$ cat src/rtl/striping.sv
// -----------------------------------------------------------------------------
// striping
//   Splits a serial word stream across two output lanes. When lane1_en is
//   high, consecutive valid words alternate between lane 0 and lane 1. Any gap
//   in valid_in re-aligns the stream, so the next word starts again on lane 0.
//   When lane1_en is low, all traffic goes to lane 0. Lane outputs are
//   registered with one cycle of latency. Each lane has a wrapping word counter.
//
// Ports
//   clk          sole clock, rising edge
//   reset        asynchronous, active-high reset
//   data_in      [WIDTH-1:0] input word
//   valid_in     data_in carries a valid word this cycle
//   lane1_en     1 = two-lane striping, 0 = lane 0 only
//   lane_out0    [WIDTH-1:0] registered lane-0 word (0 when not valid)
//   valid_out0   lane_out0 valid
//   lane_out1    [WIDTH-1:0] registered lane-1 word (0 when not valid)
//   valid_out1   lane_out1 valid
//   cnt0         [CNT_W-1:0] words sent on lane 0 since reset (wraps)
//   cnt1         [CNT_W-1:0] words sent on lane 1 since reset (wraps)
//   active_lane  lane the next valid word will use (combinational)
// -----------------------------------------------------------------------------
module striping #(
    parameter int WIDTH = 32,
    parameter int CNT_W = 8
) (
    input  logic             clk,
    input  logic             reset,
    input  logic [WIDTH-1:0] data_in,
    input  logic             valid_in,
    input  logic             lane1_en,
    output logic [WIDTH-1:0] lane_out0,
    output logic             valid_out0,
    output logic [WIDTH-1:0] lane_out1,
    output logic             valid_out1,
    output logic [CNT_W-1:0] cnt0,
    output logic [CNT_W-1:0] cnt1,
    output logic             active_lane
);

    // NEXT1: last word went to lane 0 with striping enabled.
    // NEXT0: last word went to lane 1; behaves like IDLE for routing.
    typedef enum logic [1:0] {
        IDLE  = 2'd0,
        NEXT1 = 2'd1,
        NEXT0 = 2'd2
    } state_t;

    state_t state, state_nxt;

    logic sel0;
    logic sel1;

    // State register
    always_ff @(posedge clk or posedge reset) begin
        if (reset) begin
            state <= IDLE;
        end else begin
            state <= state_nxt;
        end
    end

    // Next-state logic
    always_comb begin
        state_nxt = IDLE;
        if (valid_in) begin
            case (state)
                NEXT1:   state_nxt = lane1_en ? NEXT0 : IDLE;
                default: state_nxt = lane1_en ? NEXT1 : IDLE;
            endcase
        end
    end

    // Output / routing decode
    always_comb begin
        active_lane = (state == NEXT1) && lane1_en;
        sel1        = valid_in && active_lane;
        sel0        = valid_in && !active_lane;
    end

    // Registered lane outputs and counters. Data is gated by the select so an
    // undriven data_in during idle cycles never reaches the lanes.
    always_ff @(posedge clk or posedge reset) begin
        if (reset) begin
            lane_out0  <= '0;
            valid_out0 <= 1'b0;
            lane_out1  <= '0;
            valid_out1 <= 1'b0;
            cnt0       <= '0;
            cnt1       <= '0;
        end else begin
            lane_out0  <= sel0 ? data_in : '0;
            valid_out0 <= sel0;
            lane_out1  <= sel1 ? data_in : '0;
            valid_out1 <= sel1;
            if (sel0) begin
                cnt0 <= cnt0 + 1'b1;
            end
            if (sel1) begin
                cnt1 <= cnt1 + 1'b1;
            end
        end
    end

endmodule

$ cat config.mk
export PLATFORM = sky130hd
export DESIGN_NAME = striping
export DESIGN_NICKNAME = d
export VERILOG_FILES = /design/src/rtl/striping.sv
export SDC_FILE = /design/constraint.sdc
export NUM_CORES = 1
export LEC_CHECK = 0
export CAP_MARGIN = 25
export CORE_UTILIZATION = 48
export CTS_BUF_LIST = sky130_fd_sc_hd__clkbuf_2
export DETAILED_ROUTE_END_ITERATION = 6
export GPL_ROUTABILITY_DRIVEN = 0
export GPL_TIMING_DRIVEN = 1
export PLACE_DENSITY = 0.85
export SKIP_LAST_GASP = 1
export SLEW_MARGIN = 20
export SYNTH_ARGS = -nofsm -noshare
export SYNTH_HDL_FRONTEND = slang
export SYNTH_SLANG_ARGS = --single-unit
$ cat constraint.sdc
create_clock -name clk -period 6.05 [get_ports clk]
set_input_delay 1.815 -clock clk [delete_from_list [all_inputs] [get_ports clk]]
set_output_delay 1.815 -clock clk [all_outputs]
set_load 0.02 [all_outputs]
==> results.yml <==
run_status:
  status: "finished clean"
global_route:
  grt_pass1_wl_um: 9070
  track_usage: 0.195
  grt-ovfl-total: 0
  grt_antenna_before_repair: 0
  grt_max_degree: 44
  grt_pass1_vias: 1920
drt:
  drt_iter0_drc: 55
  routedWlPerCell_um: 14.2
  drc: 0
  vias: 1912
  viasPerCell: 4.72
  drt_wl_total_um: 5760
  dr.pass1.iters: 6
  drtAntennaViolNets: 0
power_and_ir_drop:
  ir_drop_uv: 250
  pwr_density_cell_mw_per_mm2: 297
  p_leak_nw: 2.00
yosys:
  synth_top_family_by_area: "simple AND/OR/NAND/NOR gates"
  synth.ff_latch_count: 83
  synth_xor_area_frac: 0.0446
  synth-simple-area-share: 0.200
  synth-compound-area-share: 0.00172
  synth.distinct_cells: 24
  syn-num-nets: 241
  syn_avg_cell_area_um2: 14.4
  yosysWarnings: 0
  yosys.area_share.adder: 0.00858
  syn_inst: 203
  synth_seq_area_share: 0.712
  synth_mux_area_frac: 0.00515
  syn_area_mm2: 0.00292
floorplanning:
  die_h_um: 80.0
  fp.coreArea_mm2: 0.00589
  initial_core_util: 0.496
  die_x_um: 80.0
  io_pins: 119
  fp.dieArea_mm2: 0.00639
  rows: 28
setup_path:
  path_max_fanout: 8
  regToRegSetupSlack_ns: 4.24
  cp.arrival_ns: 3.42
  end_kind: "output pin"
  criticalPathCategory: "input port to output pin"
  start_kind: "input port"
  required_ns: 4.24
clocking:
  postCtsSetupBuffers: 0
  clockBufferDepth: 2
  clockRootBuffer: "clkbuf_2"
  cts_hold_buffers: 0
  htree_levels: 3
  clock-sinks: 83
  cts_resized: 0
  clk_latency_ns: 0.49
  numCtsBuffers: 9
  cts_tree: "yes"
  clk_pin_slew_ns: 0.20
cells_and_area:
  multi_input_area_um2: 758
  drive_above_1_share: 0.0727
  diodes: 0
  area_delta_synth_final_pct: 47.0
  n_fill_cell: 423
  nNetsFinal: 363
  seq_area_mm2: 0.00208
sta:
  slew_headroom: 0.517
  fin_crit_sh: 0.866
  worstMarginPinSlew_ns: 0.723
  timing.final.ws_setup_ns: 0.812
  setup_tns_ns: 0
  min_period_ns: 5.24
  finalClockSkew_ns: 0.0186
  rsz0062_at_grt: "no"
  hold_viol: 0
  setup_violations: 0
  slew_violations: 0
  fmax_mhz: 191
hold_path:
  min_path_type: "flip-flop to flip-flop"
place:
  io_buffers: 118
  place_ws_ns: 0.807
  dp_hpwl_um: 4050
run:
  cap_violations: 0
## synth_stat cells
cell       n  area share
nor3_1     4      0.0069
buf_6      5       0.019
nand4b_4   1      0.0081
and2_1    64        0.14
xnor2_1    4       0.012
xor2_1     9       0.027
nor2_1     1      0.0013
mux2_4     1      0.0051
dfrtp_1   83        0.71
nor4_2     1      0.0043
nand4_1    4      0.0086
a21oi_1    1      0.0017
nor4b_2    1      0.0051
buf_2      2      0.0034
clkbuf_2   1      0.0017
xor2_2     1      0.0056
nor3b_1    1      0.0026
inv_1      2      0.0026
nor2b_4    1      0.0047
and3b_1    2      0.0060
nand2_1    9       0.012
nand3_1    2      0.0034
ha_1       2      0.0086
inv_2      1      0.0013
## final timing paths
kind | startpoint | to | cells after the start
worst max-delay path | lane1_en | active_lane | 3
worst min register to register | cnt1[7]$_DFFE_PP0P_ | cnt1[7]$_DFFE_PP0P_ | 1
worst max register to register | state[0]$_DFF_PP0_ | cnt0[1]$_DFFE_PP0P_ | 3
max in group asynchronous | reset | lane_out1[24]$_DFF_PP0_ | 3
worst min-delay path | cnt1[7]$_DFFE_PP0P_ | cnt1[7]$_DFFE_PP0P_ | 1
min in group asynchronous | reset | lane_out1[15]$_DFF_PP0_ | 2
## cell type report
cell class | count | share of cell area
Timing Repair Buffer | 119 | 0.277
Clock buffer | 9 | 0.0105
Sequential cell | 83 | 0.484
Multi-Input combinational cell | 109 | 0.177
Inverter | 3 | 0.00292
Clock inverter | 7 | 0.0268
Tap cell | 75 | 0.0219
## cells in the final DEF (no fill, tap or decap), drive strengths merged
| master | synthesis | layout |
|---|---|---|
| nor2 | 1 | 1 |
| and3b | 2 | 2 |
| nand4b | 1 | 1 |
| nor4 | 1 | 1 |
| clkbuf | 1 | 9 |
| nand4 | 4 | 4 |
| xor2 | 10 | 10 |
| bufinv | 0 | 3 |
| dfrtp | 83 | 83 |
| and2 | 64 | 64 |
| buf | 7 | 1 |
| xnor2 | 4 | 4 |
| clkinv | 0 | 3 |
| a21oi | 1 | 1 |
| nor3b | 1 | 1 |
| nor2b | 1 | 1 |
| nand2 | 9 | 9 |
| clkinvlp | 0 | 1 |
| nor3 | 4 | 4 |
| ha | 2 | 2 |
| nand3 | 2 | 2 |
| mux2 | 1 | 1 |
| nor4b | 1 | 1 |
| inv | 3 | 3 |
| clkdlybuf4s50 | 0 | 118 |
## stage by stage
stage / std cells / utilization / instance area [um^2] / hold slack [ns] / total power, mW
after floorplan: 203 / - / 2920 / 0.486 / 0.787
after global placement: 389 / 0.702 / 4130 / 0.458 / 0.918
after global routing: 405 / 0.729 / 4290 / 0.520 / 1.34
after CTS: 405 / 0.729 / 4290 / 0.485 / 1.29
after detailed placement: 389 / 0.702 / 4130 / 0.456 / 0.930
final: 405 / 0.729 / 4290 / 0.479 / 1.27
## sequential cells by signal (all words and copies together), names as in the netlist
| name | flops |
|---|---|
| cnt0 | 8 |
| cnt1 | 8 |
| lane_out0 | 32 |
| lane_out1 | 32 |
| state | 2 |
| valid_out0 | 1 |
## kinds of logic after synthesis
| kind of cell | after synthesis |
|---|---|
| AO/OA/AOI/OAI | 1 |
| XOR/XNOR | 14 |
| adder cells (fa/ha/maj) | 2 |
| buffers and inverters | 11 |
| flip-flops | 83 |
| multiplexers | 1 |
| AND/OR/NAND/NOR | 91 |
## critical path, stage by stage
cell and delay, ns:
clkdlybuf4s50_1 0.55, and3b_1 0.39, clkdlybuf4s50_1 0.67
## where the power goes
group	leakage, nW	internal [mW]	total (mW)	switching (mW)
clock network	0.0899	0.178	0.357	0.179
logic	0.799	0.140	0.269	0.129
registers	1.11	0.601	0.648	0.0466
total	2.00	0.918	1.27	0.355
## routing by layer
layer  track usage  share of wire  vias up
met4         0.113          0.021        0
met5             0              0        -
met3        0.0549          0.073       11
met2         0.328           0.51       79
li1              -              -      881
met1         0.221           0.40      941
Power figures use the tool's default switching activity.
